[config.mk]
export PLATFORM = sky130hd
export DESIGN_NAME = enc_8b10b_lanes
export DESIGN_NICKNAME = d
export VERILOG_FILES = /design/src/rtl/enc8b10b_pkg.sv /design/src/rtl/enc_8b10b_byte.sv /design/src/rtl/enc_8b10b_lanes.sv
export SDC_FILE = /design/constraint.sdc
export NUM_CORES = 1
export LEC_CHECK = 0
export BUFFER_PORTS_ARGS = -buffer_cell sky130_fd_sc_hd__buf_4
export CAP_MARGIN = 20
export CORE_ASPECT_RATIO = 0.7
export CORE_UTILIZATION = 59
export CTS_CLUSTER_SIZE = 30
export DETAILED_ROUTE_END_ITERATION = 8
export MAX_ROUTING_LAYER = met4
export PLACE_DENSITY = 0.83
export SLEW_MARGIN = 20
export SYNTH_ARGS = -nofsm -noshare
export SYNTH_HDL_FRONTEND = slang
export SYNTH_HIERARCHICAL = 1
export SYNTH_SLANG_ARGS = --single-unit
[constraint.sdc]
create_clock -name clk -period 14.6 [get_ports clk]
set_input_delay 2.19 -clock clk [delete_from_list [all_inputs] [get_ports clk]]
set_output_delay 2.19 -clock clk [all_outputs]
set_load 0.05 [all_outputs]
[src/rtl/enc8b10b_pkg.sv]
// Shared 8b/10b line-code tables and helpers for the lane encoders.
// Tables hold the forms used when the entering running disparity is negative.
package enc8b10b_pkg;

  localparam logic [7:0] K28_5     = 8'hBC;
  localparam logic [9:0] K28_5_RDN = 10'h0FA;
  localparam logic [9:0] K28_5_RDP = 10'h305;

  // abcdei for D.0 .. D.31
  localparam logic [0:31][5:0] TBL_5B6B = '{
    6'b100111, 6'b011101, 6'b101101, 6'b110001, 6'b110101, 6'b101001, 6'b011001, 6'b111000,
    6'b111001, 6'b100101, 6'b010101, 6'b110100, 6'b001101, 6'b101100, 6'b011100, 6'b010111,
    6'b011011, 6'b100011, 6'b010011, 6'b110010, 6'b001011, 6'b101010, 6'b011010, 6'b111010,
    6'b110011, 6'b100110, 6'b010110, 6'b110110, 6'b001110, 6'b101110, 6'b011110, 6'b101011
  };

  localparam logic [5:0] K28_6B = 6'b001111;

  // fghj for D.x.0 .. D.x.7 (primary forms)
  localparam logic [0:7][3:0] TBL_3B4B = '{
    4'b1011, 4'b1001, 4'b0101, 4'b1100, 4'b1101, 4'b1010, 4'b0110, 4'b1110
  };

  // fghj for K.x.0 .. K.x.7; every K sub-block is complemented at RD+
  localparam logic [0:7][3:0] TBL_K_3B4B = '{
    4'b1011, 4'b0110, 4'b1010, 4'b1100, 4'b1101, 4'b0101, 4'b1001, 4'b0111
  };

  localparam logic [3:0] ALT_3B4B = 4'b0111;

  localparam int N_LEGAL_K = 12;
  localparam logic [0:N_LEGAL_K-1][7:0] LEGAL_K = '{
    8'h1C, 8'h3C, 8'h5C, 8'h7C, 8'h9C, 8'hBC, 8'hDC, 8'hFC,
    8'hF7, 8'hFB, 8'hFD, 8'hFE
  };

  function automatic logic is_legal_k(input logic [7:0] b);
    logic hit;
    hit = 1'b0;
    for (int i = 0; i < N_LEGAL_K; i++) begin
      if (LEGAL_K[i] == b) hit = 1'b1;
    end
    return hit;
  endfunction

  function automatic logic balanced6(input logic [5:0] c);
    return $countones(c) == 3;
  endfunction

  function automatic logic balanced4(input logic [3:0] c);
    return $countones(c) == 2;
  endfunction

endpackage

[src/rtl/enc_8b10b_byte.sv]
// Combinational single-byte 8b/10b encoder with running-disparity in/out.
// Illegal K requests fall back to the D encoding of the same byte.
module enc_8b10b_byte
  import enc8b10b_pkg::*;
(
  input  logic [7:0] data,
  input  logic       k,
  input  logic       rd_in,
  output logic [9:0] code,
  output logic       rd_out,
  output logic       k_err
);

  logic [4:0] x;
  logic [2:0] y;
  logic       k_ok;
  logic       k28;
  logic [5:0] base6;
  logic [5:0] code6;
  logic       flip6;
  logic       rd_mid;
  logic       alt7;
  logic [3:0] base4;
  logic [3:0] code4;
  logic       flip4;

  assign x     = data[4:0];
  assign y     = data[7:5];
  assign k_ok  = k && is_legal_k(data);
  assign k_err = k && !k_ok;
  assign k28   = k_ok && (x == 5'd28);

  // D.7 is balanced yet still has distinct RD-/RD+ forms
  assign base6  = k28 ? K28_6B : TBL_5B6B[x];
  assign flip6  = !balanced6(base6) || (x == 5'd7);
  assign code6  = (rd_in && flip6) ? ~base6 : base6;
  assign rd_mid = balanced6(base6) ? rd_in : !rd_in;

  // A7 avoids a run of five equal bits across the e/i-f/g boundary
  assign alt7 = (y == 3'd7) && !k_ok &&
                ((!rd_mid && (x == 5'd17 || x == 5'd18 || x == 5'd20)) ||
                 ( rd_mid && (x == 5'd11 || x == 5'd13 || x == 5'd14)));

  assign base4  = k_ok ? TBL_K_3B4B[y] : (alt7 ? ALT_3B4B : TBL_3B4B[y]);
  assign flip4  = k_ok || !balanced4(base4) || (y == 3'd3);
  assign code4  = (rd_mid && flip4) ? ~base4 : base4;
  assign rd_out = balanced4(base4) ? rd_mid : !rd_mid;

  assign code = {code6, code4};

endmodule

[src/rtl/enc_8b10b_lanes.sv]
// Multi-lane 8b/10b encoder: RD chained lane 0 -> LANES-1 within a beat,
// one registered valid/ready output stage, RD carried between beats.
module enc_8b10b_lanes
  import enc8b10b_pkg::*;
#(
  parameter int LANES   = 2,
  parameter bit RD_INIT = 1'b0
) (
  input  logic                  clk,
  input  logic                  rst,
  input  logic [8*LANES-1:0]    in_data,
  input  logic [LANES-1:0]      in_k,
  input  logic                  in_valid,
  output logic                  in_ready,
  output logic [10*LANES-1:0]   out_code,
  output logic                  out_valid,
  input  logic                  out_ready,
  output logic [LANES-1:0]      k_err,
  output logic                  rd
);

  logic [10*LANES-1:0] out_code_reg;
  logic [10*LANES-1:0] code_next;
  logic [LANES-1:0]    k_err_reg;
  logic [LANES-1:0]    k_err_next;
  logic                out_valid_reg;
  logic                rd_reg;
  logic [LANES:0]      rd_chain;
  logic                accept;

  assign in_ready = !out_valid_reg || out_ready;
  assign accept   = in_valid && in_ready;

  assign rd_chain[0] = rd_reg;

  genvar gi;
  generate
    for (gi = 0; gi < LANES; gi++) begin : g_lane
      enc_8b10b_byte u_enc (
        .data   (in_data[8*gi +: 8]),
        .k      (in_k[gi]),
        .rd_in  (rd_chain[gi]),
        .code   (code_next[10*gi +: 10]),
        .rd_out (rd_chain[gi+1]),
        .k_err  (k_err_next[gi])
      );
    end
  endgenerate

  always_ff @(posedge clk) begin
    if (rst) begin
      out_valid_reg <= 1'b0;
      out_code_reg  <= '0;
      k_err_reg     <= '0;
      rd_reg        <= RD_INIT;
    end else if (accept) begin
      out_valid_reg <= 1'b1;
      out_code_reg  <= code_next;
      k_err_reg     <= k_err_next;
      rd_reg        <= rd_chain[LANES];
    end else if (out_ready) begin
      out_valid_reg <= 1'b0;
    end
  end

  assign out_code  = out_code_reg;
  assign out_valid = out_valid_reg;
  assign k_err     = k_err_reg;
  assign rd        = rd_reg;

endmodule
# Yosys cells after proc, flatten, opt, wreduce, memory -nomap -nowiden

Memories as Yosys holds them, arrays and structs flattened.
Index checks and enable logic that the tools add are counted.

Add/sub/neg operators: 16
$lt $le $gt $ge: 4
Equality and inequality tests: 48
Mux-type cells: 52
Bitwise operators: 8
Reductions and logical operators: 48

Operators with widths:

| operator                                                 | number |
|---|---|
| adder 32 bit                                             | 6 |
| equality test 32 x 3 -> 1 bit, second input constant     | 4 |
| equality test 8 bit, first input constant                | 16 |
| 2-to-1 mux 4 bit                                         | 14 |
| 2-to-1 mux 6 bit                                         | 8 |
| equality test 5 bit, second input constant               | 8 |
| equality test 7 x 8 -> 1 bit, first input constant       | 4 |
| equality test 5 x 4 -> 1 bit, second input constant      | 6 |
| 2-to-1 mux 1 bit                                         | 30 |
| adder 1 x 1 -> 2 bit                                     | 10 |
| logical AND 1 bit                                        | 19 |
| logical OR 1 bit                                         | 17 |
| equality test 5 x 8 -> 1 bit, first input constant       | 2 |
| equality test 6 x 8 -> 1 bit, first input constant       | 2 |
| greater-or-equal comparator 6 bit, second input constant | 2 |
| inverter 5 -> 6 bit                                      | 2 |
| inverter 6 bit                                           | 2 |
| zero test 1 bit                                          | 11 |
| equality test 5 x 3 -> 1 bit, second input constant      | 2 |
| greater-or-equal comparator 4 bit, second input constant | 2 |
| inverter 3 -> 4 bit                                      | 2 |
| inverter 4 bit                                           | 2 |
| equality test 3 x 2 -> 1 bit, second input constant      | 2 |
| equality test 3 bit, second input constant               | 2 |
| nonzero test 2 bit                                       | 1 |

Flip-flop bits (word level): 24
Memory bits (read-only): 512
Input bits: 22
Output and inout bits: 25
Logic and storage cells: 186
Memories: 6

Memory list:

| memory          | depth | width | rd ports | clocked after Yosys merged registers in | wr ports | RTL line             | RTL |
|---|---|---|---|---|---|---|---|
| (no name shown) | 32    | 6     | 1        | 0                                       | 0        | enc_8b10b_byte.sv:34 | `assign base6 = k28 ? K28_6B : TBL_5B6B[x];` |
| (no name shown) | 32    | 6     | 1        | 0                                       | 0        | enc_8b10b_byte.sv:34 |  |
| (no name shown) | 8     | 4     | 1        | 0                                       | 0        | enc_8b10b_byte.sv:44 | `assign base4 = k_ok ? TBL_K_3B4B[y] : (alt7 ? ALT_3B4B : TBL_3B4B[y]);` |
| (no name shown) | 8     | 4     | 1        | 0                                       | 0        | enc_8b10b_byte.sv:44 |  |
| (no name shown) | 8     | 4     | 1        | 0                                       | 0        | enc_8b10b_byte.sv:44 |  |
| (no name shown) | 8     | 4     | 1        | 0                                       | 0        | enc_8b10b_byte.sv:44 |  |

# Logic depth before layout (Yosys ltp)

Gate-level depths: netlist of run 1.

Word-level depth: 47
Mapped depth: 39
Depth with buffers taken out: 38

# Hierarchy

The synthesis of run 1 kept the hierarchy.

Modules (own cells, without submodules):

| module                            | times used | cells an instance | area an instance (µm²) | seq. area each (µm²) |
|---|---|---|---|---|
| enc_8b10b_lanes                   | 1          | 108               | 1074.8                 | 480.5 |
| enc_8b10b_byte at g_lane[1].u_enc | 1          | 141               | 1037.2                 | 0.0 |
| enc_8b10b_byte at g_lane[0].u_enc | 1          | 128               | 1011.0                 | 0.0 |

# Least setup slack after synthesis of run 1

No wires, ideal clock.

Path type: in2reg
From: input in_data[1]
To: register out_code_reg[12], in the netlist out_code[12]
Library setup time: 0.135 ns
Arrival: 10.656 ns
Required time: 14.465 ns
Setup slack: 3.809 ns
Stages: 38
Path buffers: 1
Cell sequence: inv_1 -> ha_1 -> nand3_2 -> or2_1 -> buf_6 -> o21a_1 -> fa_1 -> inv_1 -> fa_1 -> ha_1 -> inv_1 -> fa_1 -> nand3b_4 -> xnor2_2 -> mux2i_1 -> a21o_1 -> and3_1 -> fa_1 -> [2 not listed] -> ha_1 -> or3b_2 -> xnor2_1 -> xor2_2 -> mux2i_1 -> and3_4 -> a221oi_4 -> fa_1 -> inv_1 -> ha_1 -> ha_1 -> nor3b_1 -> nor2_1 -> a32oi_1 -> o22ai_1 -> or3_1 -> nand3_1 -> a21oi_1

Word-level cells in the longest chain between the ends: 47
Elaborated cells between the ends (all ways): 82
Those cells by class: 11 x add/sub; 22 x eq/ne; 23 x mux; 2 x bitwise; 23 x reduce/logical; 1 x memory

Ends and longest elaborated chain:

| what                                             | RTL line              | RTL |
|---|---|---|
| start, declared                                  | enc_8b10b_lanes.sv:11 | `input logic [8*LANES-1:0] in_data,` |
| equality test 5 x 8 -> 1 bit                     | enc8b10b_pkg.sv:41    | `if (LEGAL_K[i] == b) hit = 1'b1;` |
| 2-to-1 mux 1 bit (12 in series)                  | enc8b10b_pkg.sv:41    |  |
| logical AND 1 bit                                | enc_8b10b_byte.sv:29  | `assign k_ok = k && is_legal_k(data);` |
| logical AND 1 bit                                | enc_8b10b_byte.sv:31  | `assign k28 = k_ok && (x == 5'd28);` |
| 2-to-1 mux 6 bit                                 | enc_8b10b_byte.sv:34  |  |
| adder 1 x 1 -> 2 bit (implied by the code)       | enc8b10b_pkg.sv:47    | `return $countones(c) == 3;` |
| adder 32 bit (implied by the code) (2 in series) | enc8b10b_pkg.sv:47    |  |
| equality test 32 x 3 -> 1 bit                    | enc8b10b_pkg.sv:47    |  |
| [11 not listed]                                  | -                     |  |
| via rd_chain[1]                                  | enc_8b10b_lanes.sv:28 | `logic [LANES:0] rd_chain;` |
| [8 not listed]                                   | -                     |  |
| adder 1 x 1 -> 2 bit (implied by the code)       | enc8b10b_pkg.sv:51    | `return $countones(c) == 2;` |
| adder 32 bit (implied by the code)               | enc8b10b_pkg.sv:51    |  |
| equality test 32 x 3 -> 1 bit                    | enc8b10b_pkg.sv:51    |  |
| zero test 1 bit                                  | enc_8b10b_byte.sv:45  | `assign flip4 = k_ok \|\| !balanced4(base4) \|\| (y == 3'd3);` |
| logical OR 1 bit (2 in series)                   | enc_8b10b_byte.sv:45  |  |
| logical AND 1 bit                                | enc_8b10b_byte.sv:46  | `assign code4 = (rd_mid && flip4) ? ~base4 : base4;` |
| 2-to-1 mux 4 bit (*)                             | enc_8b10b_byte.sv:46  |  |
| via code_next[12]                                | enc_8b10b_lanes.sv:23 | `logic [10*LANES-1:0] code_next;` |
| end signal, assigned                             | enc_8b10b_lanes.sv:58 | `out_code_reg <= code_next;` |
| end, declared                                    | enc_8b10b_lanes.sv:22 | `logic [10*LANES-1:0] out_code_reg;` |

The timed path passes the listed nets; every way through them passes the cells marked *. The select of a mux whose other input is x is not followed.
A chain may end at the register's enable or synchronous reset.

# Worst setup path in the final report of run 1

From: input in_data[0]
To: register out_code_reg[12], in the netlist out_code[12]

Same word-level chain as after synthesis.

==> run summary, run 1 <==
Outcome: finished, final reports clean
Worst path required time: 14.75 ns
Syn Nets: 425
Inst Count DP: 460
# diodes: 0
CP arrival: 11.82 ns
Fin util: 67.8%
Final Cycle Share: 79.9%
Area contributors post-synth: dfxtp_1, ha_1, a21oi_1
Yosys top cell area share: 15.4%
Root Buffer: clkbuf_8
Die Span X: 89.0 µm
Synth warn: 6
Vias in the first global route: 2429
Vias: 2812
Total clock buffers created by CTS: 3
Register bit total from synthesis: 24
Switch share: 50.0%
WS Path Type: in -> reg
Slew margin rel.: 47.6%
Port Buf Inserts: 46
Post-CTS sizing: 0
Register area share after synthesis: 15.4%
Most frequent cell after synthesis: a21oi_1
P_sw: 0.000235 W
Mapped Cells: 377
Dominant cell type by area after synthesis: dfxtp_1
Hold Path Class: reg -> reg
Placeable core area: 4940 µm²
Nets@finish: 444
Multi-input logic area: 2310 µm²
Startpoint types: input port
Top FF cell, synth: dfxtp_1
Total GRT Usage: 26.5%
Worst Tran Pin Value: 0.785 ns
Final Max Slew Viols: 0
Clk network pwr share: 8.4%
Hold path depth: 2
Synth Cell Area: 3120 µm²
Critical-path top delay cell: nor3b_1
Wirelength per Cell: 15.0 µm
Worst Hold End: out_code[19]
Hold Startpoint: out_code[19]
Async S/R FF share, synth: 0%
Mapped Avg Cell Area: 8.28 µm²
DRT Pass-1 Iters: 5
Maximum VDD drop: 0.0000516 V
Internal power: 0.000235 W
Number of flops mapped to enable cells by yosys: 0
Setup crit start: in_data[0]
CTS Buffer Depth: 2
Top cell by count, worst path: ha_1
Gp weighted congestion: 0.948
TNS Setup: 0 ns
Antenna-violating nets left: 0
Comb pwr share: 71.2%
Share of cells above drive strength 1: 21.3%
Hold_buf cts: 0
Final Critical Period: 11.67 ns
RR Endpoint: out_code[12]
Final WS setup: 2.93 ns
Synth cell types: 78
H-tree lvl count: 1
Fill cell count: 409
Leakage: 1.42 nW
CTS clock-pin slew for the worst setup and hold paths: 0.08 ns
Synth cell count leaders: a21oi_1, nand3_1, dfxtp_1
Largest net degree at the start of global routing: 49
Die Ht: 62.9 µm
Fmax: 85.7 MHz
Row Count: 21
Total of max-cap violations: 0
Detailed Route Iter0 Violations: 241
Worst clock skew: 0.00260 ns
GRT overflow: 0
Non-filler cells, final: 463
Worst R2R Setup Slack: 7.62 ns
Setup-failing EPs final: 0
Ports: 47
Remaining DRCs: 0
Pwr/cell area: 140 nW/µm²
Max reg flops: 20
R2R Path Start: rd
Via/cell ratio: 6.07
Hold WS: 0.576 ns
Post-CTS setup buffer count: 0
Die area: 5590 µm²
Place WS: 2.79 ns
Starting Density: 63.2%
CTS Sinks: 24
Synth-to-Final Area Change: 7.25%
RSZ-0062 raised after global routing: false
Worst Path Max Fanout: 8
Critical Path End Type: register
Sequential share of power: 20.4%
Initial antenna violation count: 0
Seq. cell area: 480 µm²
Final WL: 6.93 mm
Delay of the slowest cell on the worst path: 0.65 ns
Clock Latency Late Sink: 0.27 ns
Post-DP HPWL: 5.22 mm
Final hold vios: 0
First-pass GRT wire length: 11.6 mm
Worst reg2reg path depth: 25
CTS tree: built
## power groups by stage
stage | Sequential (W) | Combinational [W] | Clock [W]
after global placement | 0.0000971 | 0.000323 | 0
after detailed placement | 0.0000969 | 0.000331 | 0
after floorplan | 0.000162 | 0.000196 | 0
after CTS | 0.0000960 | 0.000333 | 0.0000395
after global routing | 0.0000977 | 0.000362 | 0.0000423
final | 0.0000958 | 0.000334 | 0.0000395
## cell families after synthesis
logic type      count (synthesis)  share of synthesized area, %
fa+ha+maj                      27                          12.7
flops                          24                          15.4
mux                             9                          2.92
xor+xnor                       27                          8.29
simple gates                  112                          20.7
buf+inv                        54                          10.5
compound gates                124                          29.4
## metal layers
| metal | vias up | GRT usage [%] | wire [µm] | part of all wire (%) |
|---|---|---|---|---|
| li1 | 1377 | - | - | - |
| met1 | 1302 | 41.2 | 3460 | 50 |
| met2 | 127 | 36.5 | 2850 | 41 |
| met3 | 6 | 3.30 | 577 | 8.3 |
| met4 | 0 | 4.76 | 48 | 0.69 |
| met5 | - | - | 0 | 0 |
## critical path: cells and delay by family
family / cells / cell delay (ns)
compound gates: 7 / 1.30
buf+inv: 6 / 0.48
simple gates: 9 / 2.57
fa+ha+maj: 11 / 3.69
xor+xnor: 3 / 1.06
mux: 2 / 0.52
## per-stage QoR
stage | power (W) | instance area [µm²]
6_report | 0.000470 | 3350
5_1_grt | 0.000502 | 3350
2_1_floorplan | 0.000358 | 3120
3_5_place_dp | 0.000428 | 3310
4_1_cts | 0.000469 | 3350
3_3_place_gp | 0.000420 | 3310
## area by class of cell
class	instances	area share, %
sequential	24	14.3
inverter	22	2.47
timing repair buffer	46	10.3
multi-input combinational	299	69.1
tap	69	2.58
clock buffer	3	1.23
## cells in the final DEF, fill, tap and decap left out, drive strengths merged, types with 4 or more instances in the layout
cell type and instances:
a2111oi 4, nor2b 6, nand2b 5, nand3b 5, nand3 28, a21bo 23
a31oi 4, xnor2 15, buf 46, nor3 4, a21oi 49, a211oi 8
mux2i 8, nor3b 6, o21ai 13, nor2 16, nand2 21, fa 8
ha 18, dfxtp 24, inv 22, xor2 12
## worst max-delay path by stage
stage / to / slack [ns] / depth (start not counted)
2_1_floorplan: out_code[12] / 3.81 / 38
3_3_place_gp: out_code[12] / 3.21 / 38
3_5_place_dp: out_code[12] / 2.79 / 38
4_1_cts: out_code[12] / 3.02 / 38
5_1_grt: out_code[12] / 2.29 / 38
6_report: out_code[12] / 2.93 / 38
(Power assumes the default switching activity.)
==> run 2, diff against run 1 <==
--- a/config.mk
+++ b/config.mk
@@ -8,11 +8,11 @@
 export BUFFER_PORTS_ARGS = -buffer_cell sky130_fd_sc_hd__buf_4
 export CAP_MARGIN = 20
 export CORE_ASPECT_RATIO = 0.7
-export CORE_UTILIZATION = 59
+export CORE_UTILIZATION = 53
 export CTS_CLUSTER_SIZE = 30
 export DETAILED_ROUTE_END_ITERATION = 8
 export MAX_ROUTING_LAYER = met4
-export PLACE_DENSITY = 0.83
+export PLACE_DENSITY = 0.79
 export SLEW_MARGIN = 20
 export SYNTH_ARGS = -nofsm -noshare
 export SYNTH_HDL_FRONTEND = slang
==> constraint.sdc (replaced) <==
create_clock -name clk -period 9.95 [get_ports clk]
set_input_delay 1.4925 -clock clk [delete_from_list [all_inputs] [get_ports clk]]
set_output_delay 1.4925 -clock clk [all_outputs]
set_load 0.05 [all_outputs]
==> run 2 against run 1 <==
Power grew 62%; clock power grew 120%; routed wire length grew 1.4%; critical endpoint unchanged; largest power group unchanged.
==> run summary, run 2 (synthesis results as in run 1) <==
Gp weighted congestion: 0.904
Total clock buffers created by CTS: 3
Startpoint types: input port
Port Buf Inserts: 46
Die Span X: 93.8 µm
Wirelength per Cell: 14.8 µm
Vias in the first global route: 2413
Top cell family by delay on the critical path: adder cells
Worst path required time: 10.11 ns
Pwr/cell area: 217 nW/µm²
Initial antenna violation count: 0
Post-CTS setup buffer count: 0
Maximum VDD drop: 0.0000991 V
Most common cell after layout, fill and taps aside: buf_4
Worst path bufs/invs: 6
First-pass GRT wire length: 11.6 mm
Multi-input logic area: 2380 µm²
Clock Latency Late Sink: 0.27 ns
Ports: 47
Total GRT Usage: 23.8%
Remaining DRCs: 0
Slew margin rel.: 53.4%
Outcome: finished, final reports clean
Largest net degree at the start of global routing: 49
H-tree lvl count: 1
Detailed Route Iter0 Violations: 174
Starting Density: 57.3%
Total of max-cap violations: 0
CP arrival: 9.69 ns
Critical Path End Type: register
Delay of the slowest cell on the worst path: 0.54 ns
Vias: 2793
GRT overflow: 0
Synth-to-Final Area Change: 12.3%
Via/cell ratio: 5.89
CTS tree: built
CTS Buffer Depth: 2
Hold Path Class: reg -> reg
Worst Path Max Fanout: 5
Nets@finish: 451
Most frequent cells in the layout: buf_4, a21oi_1, nand3_1
WS Path Type: in -> reg
Row Count: 22
Worst clock skew: 0.00563 ns
CTS Sinks: 24
Die area: 6210 µm²
Final hold vios: 0
Die Ht: 66.2 µm
Placeable core area: 5450 µm²
Fmax: 105 MHz
Final Cycle Share: 95.8%
Share of cells above drive strength 1: 24.6%
Max reg flops: 20
Leakage: 1.48 nW
Hold_buf cts: 0
Root Buffer: clkbuf_8
CTS clock-pin slew for the worst setup and hold paths: 0.09 ns
Antenna-violating nets left: 0
Fill cell count: 439
DRT Pass-1 Iters: 5
Final WL: 7.03 mm
Setup-failing EPs final: 0
Post-CTS sizing: 0
Hold WS: 0.574 ns
# diodes: 0
Seq. cell area: 480 µm²
Final Critical Period: 9.53 ns
Final Max Slew Viols: 0
Critical-path top delay cell: fa_1
Total power: 0.000763 W
Post-DP HPWL: 5.22 mm
Worst Tran Pin Value: 0.695 ns
==> run 2: cell types whose count changed in the layout (fill, tap and decap cells not counted), sizes merged <==
cell	change
buf	+7
bufinv	+1
==> run 2: worst paths after layout <==
kind,slack (ns),startpoint,depth (start not counted),endpoint
worst max-delay path,0.42,in_data[1],38,out_code[12]
worst min-delay path,0.57,k_err[0],2,k_err[0]
worst max register to register,4.11,rd,25,out_code[12]
worst min register to register,0.57,k_err[0],2,k_err[0]
==> run 2: cell type report <==
class / count / area share (%)
Timing Repair Buffer: 53 / 11.3
Clock inverter: 1 / 0.856
Inverter: 22 / 2.35
Sequential cell: 24 / 13.7
Clock buffer: 3 / 1.18
Multi-Input combinational cell: 299 / 68.0
Tap cell: 72 / 2.57
==> run 2: per-layer routing <==
metal	wire, µm	GRT usage, %	part of all wire, %
met1	3670	36.8	52
met2	2910	33.3	41
met3	419	2.30	6.0
met4	24	3.46	0.34
met5	0	-	0
==> run 2: per-stage QoR <==
stage	TNS (ns)	std cells	area (µm²)	utilization, %	setup WS [ns]
2_1_floorplan	0	377	3130	-	0.0461
3_3_place_gp	0	470	3370	61.8	0.122
3_5_place_dp	-0.781	470	3370	61.8	-0.204
4_1_cts	0	474	3440	63.1	0.0600
5_1_grt	-0.00156	474	3510	64.3	-0.00156
6_report	0	474	3510	64.3	0.417
==> run 2: worst register-to-register path, stage by stage (launching register included) <==
cell and delay (ns):
dfxtp_1 0.50, xnor2_4 0.17, mux2i_1 0.14, a21o_1 0.21
and3_1 0.20, fa_1 0.54, inv_1 0.04, ha_1 0.19
ha_1 0.26, or3b_4 0.41, xnor2_4 0.23, xor2_2 0.19
mux2i_1 0.25, and3_4 0.23, a221oi_4 0.04, fa_1 0.49
inv_1 0.04, ha_1 0.19, ha_1 0.28, nor3b_4 0.21
nor2_1 0.08, a32oi_1 0.20, o22ai_1 0.11, or3_1 0.37
nand3_1 0.08, a21oi_1 0.07
==> run 2: where the power goes <==
part | internal, W | switching (W) | total (W)
combinational | 0.000222 | 0.000312 | 0.000533
sequential | 0.000124 | 0.0000171 | 0.000141
clock | 0.0000538 | 0.0000341 | 0.0000879
total | 0.000400 | 0.000363 | 0.000763
==> run 3, diff against run 2 <==
--- a/config.mk
+++ b/config.mk
@@ -8,11 +8,11 @@
 export BUFFER_PORTS_ARGS = -buffer_cell sky130_fd_sc_hd__buf_4
 export CAP_MARGIN = 20
 export CORE_ASPECT_RATIO = 0.7
-export CORE_UTILIZATION = 53
+export CORE_UTILIZATION = 63
 export CTS_CLUSTER_SIZE = 30
 export DETAILED_ROUTE_END_ITERATION = 8
 export MAX_ROUTING_LAYER = met4
-export PLACE_DENSITY = 0.79
+export PLACE_DENSITY = 0.88
 export SLEW_MARGIN = 20
 export SYNTH_ARGS = -nofsm -noshare
 export SYNTH_HDL_FRONTEND = slang
==> constraint.sdc (replaced) <==
create_clock -name clk -period 11.47 [get_ports clk]
set_input_delay 1.7205 -clock clk [delete_from_list [all_inputs] [get_ports clk]]
set_output_delay 1.7205 -clock clk [all_outputs]
set_load 0.05 [all_outputs]
==> run 3 against run 2 <==
Die area shrank 15%; first-iteration DRC count up 67%; critical path depth is the same; final cell count is 2.1% lower; register-to-register slack improved by 0.81 ns; core utilization increased by 6.1 points; largest power group unchanged.
==> run summary, run 3 (synthesis results as in run 1) <==
RSZ-0062 raised after global routing: false
Place WS: 0.228 ns
Critical-path top delay cell: fa_1
Slew margin rel.: 51.9%
WS Path Type: in -> reg
H-tree lvl count: 1
Setup-failing EPs final: 0
TNS Setup: 0 ns
Root Buffer: clkbuf_8
Hold Path Class: reg -> reg
Maximum VDD drop: 0.0000844 V
Most frequent cells in the layout: buf_4, a21oi_1, nand3_1
Total GRT Usage: 27.5%
CTS clock-pin slew for the worst setup and hold paths: 0.08 ns
Total of max-cap violations: 0
Initial antenna violation count: 0
Worst clock skew: 0.00206 ns
Total power: 0.000610 W
Final hold vios: 0
Row Count: 21
Final Cycle Share: 94.2%
Startpoint types: input port
Gp weighted congestion: 0.923
Nets@finish: 444
Antenna-violating nets left: 0
Inst Count DP: 460
Worst path required time: 11.62 ns
First-pass GRT wire length: 11.2 mm
Starting Density: 65.3%
CTS tree: built
Port Buf Inserts: 46
CTS Buffer Depth: 2
Share of cells above drive strength 1: 21.8%
Final WS setup: 0.660 ns
Via/cell ratio: 5.99
Total clock buffers created by CTS: 3
Final WL: 6.99 mm
Critical Path End Type: register
Die Span X: 86.2 µm
Detailed Route Iter0 Violations: 291
Delay of the slowest cell on the worst path: 0.57 ns
Final Max Slew Viols: 0
Top cell family by delay on the critical path: adder cells
Worst Tran Pin Value: 0.716 ns
CP arrival: 10.96 ns
Post-CTS setup buffer count: 0
Die Ht: 60.9 µm
Most common cell after layout, fill and taps aside: buf_4
Die area: 5250 µm²
Clock Latency Late Sink: 0.26 ns
Pwr/cell area: 181 nW/µm²
Leakage: 1.43 nW
Vias: 2779
Outcome: finished, final reports clean
Final Critical Period: 10.81 ns
Synth-to-Final Area Change: 7.85%
Top cell by count, worst path: ha_1
Fmax: 92.5 MHz
Worst Path Max Fanout: 8
Max reg flops: 20
Largest net degree at the start of global routing: 49
Wirelength per Cell: 15.1 µm
Vias in the first global route: 2310
Remaining DRCs: 0
Placeable core area: 4780 µm²
DRT Pass-1 Iters: 5
GRT overflow: 0
CTS Sinks: 24
Non-filler cells, final: 464
Hold_buf cts: 0
Worst path bufs/invs: 6
Ports: 47
Post-DP HPWL: 5.12 mm
# diodes: 0
[run 3: changes by cell type in the layout (fill, tap and decap cells not counted), sizes merged]
cell	before	now
buf	53	46
bufinv	1	0
clkbuf	3	4
[run 3: final timing paths]
check	from	end	slack (ns)	cells after the start
setup reg to reg	rd	out_code[12]	4.92	25
setup / recovery	in_data[1]	out_code[12]	0.66	38
hold / removal	out_code[17]	out_code[17]	0.57	2
hold reg to reg	out_code[17]	out_code[17]	0.57	2
[run 3: power by group]
group	internal [W]	switching, W	total [W]
registers	0.000108	0.0000148	0.000123
clock network	0.0000306	0.0000255	0.0000561
logic	0.000168	0.000264	0.000431
total	0.000306	0.000304	0.000610
[run 3: per-stage QoR]
stage               hold WS [ns]  util [%]  area [µm²]
floorplan                  0.796         -        3120
global placement           0.558      69.2        3310
detailed placement         0.555      69.2        3310
CTS                        0.575      70.3        3360
global route               0.590      70.4        3370
finish                     0.573      70.4        3370
[run 3: layout make-up]
class / count / area, µm²
multi-input cells: 299 / 2320
fillers: 370 / 1410
flip-flops and latches: 24 / 480
repair buffers: 46 / 345
well taps: 69 / 86.3
inverters: 22 / 82.6
clock buffers: 4 / 55.1
[run 3: repair_timing]
| item | 4_1_cts | 5_1_grt |
|---|---|---|
| gates resized for setup | 0 | 1 |
| setup endpoints to repair | 0 | 3 |
| hold endpoints to repair | 0 | 0 |
[run 3: worst reg2reg max path: cells and delay by family (launching register included)]
family                   cells  cell delay, ns
AO/OA/AOI/OAI                5            0.64
XOR/XNOR                     3            1.10
adder cells (fa/ha/maj)      6            1.95
buffers and inverters        2            0.09
flip-flops                   1            0.38
multiplexers                 2            0.49
AND/OR/NAND/NOR              7            1.78
[run 3: layer usage]
metal / vias to the layer above / track usage (%) / wire length, µm
li1: 1375 / - / -
met1: 1293 / 43.8 / 3620
met2: 109 / 38.5 / 2980
met3: 2 / 1.90 / 374
met4: 0 / 2.38 / 17
met5: - / - / 0
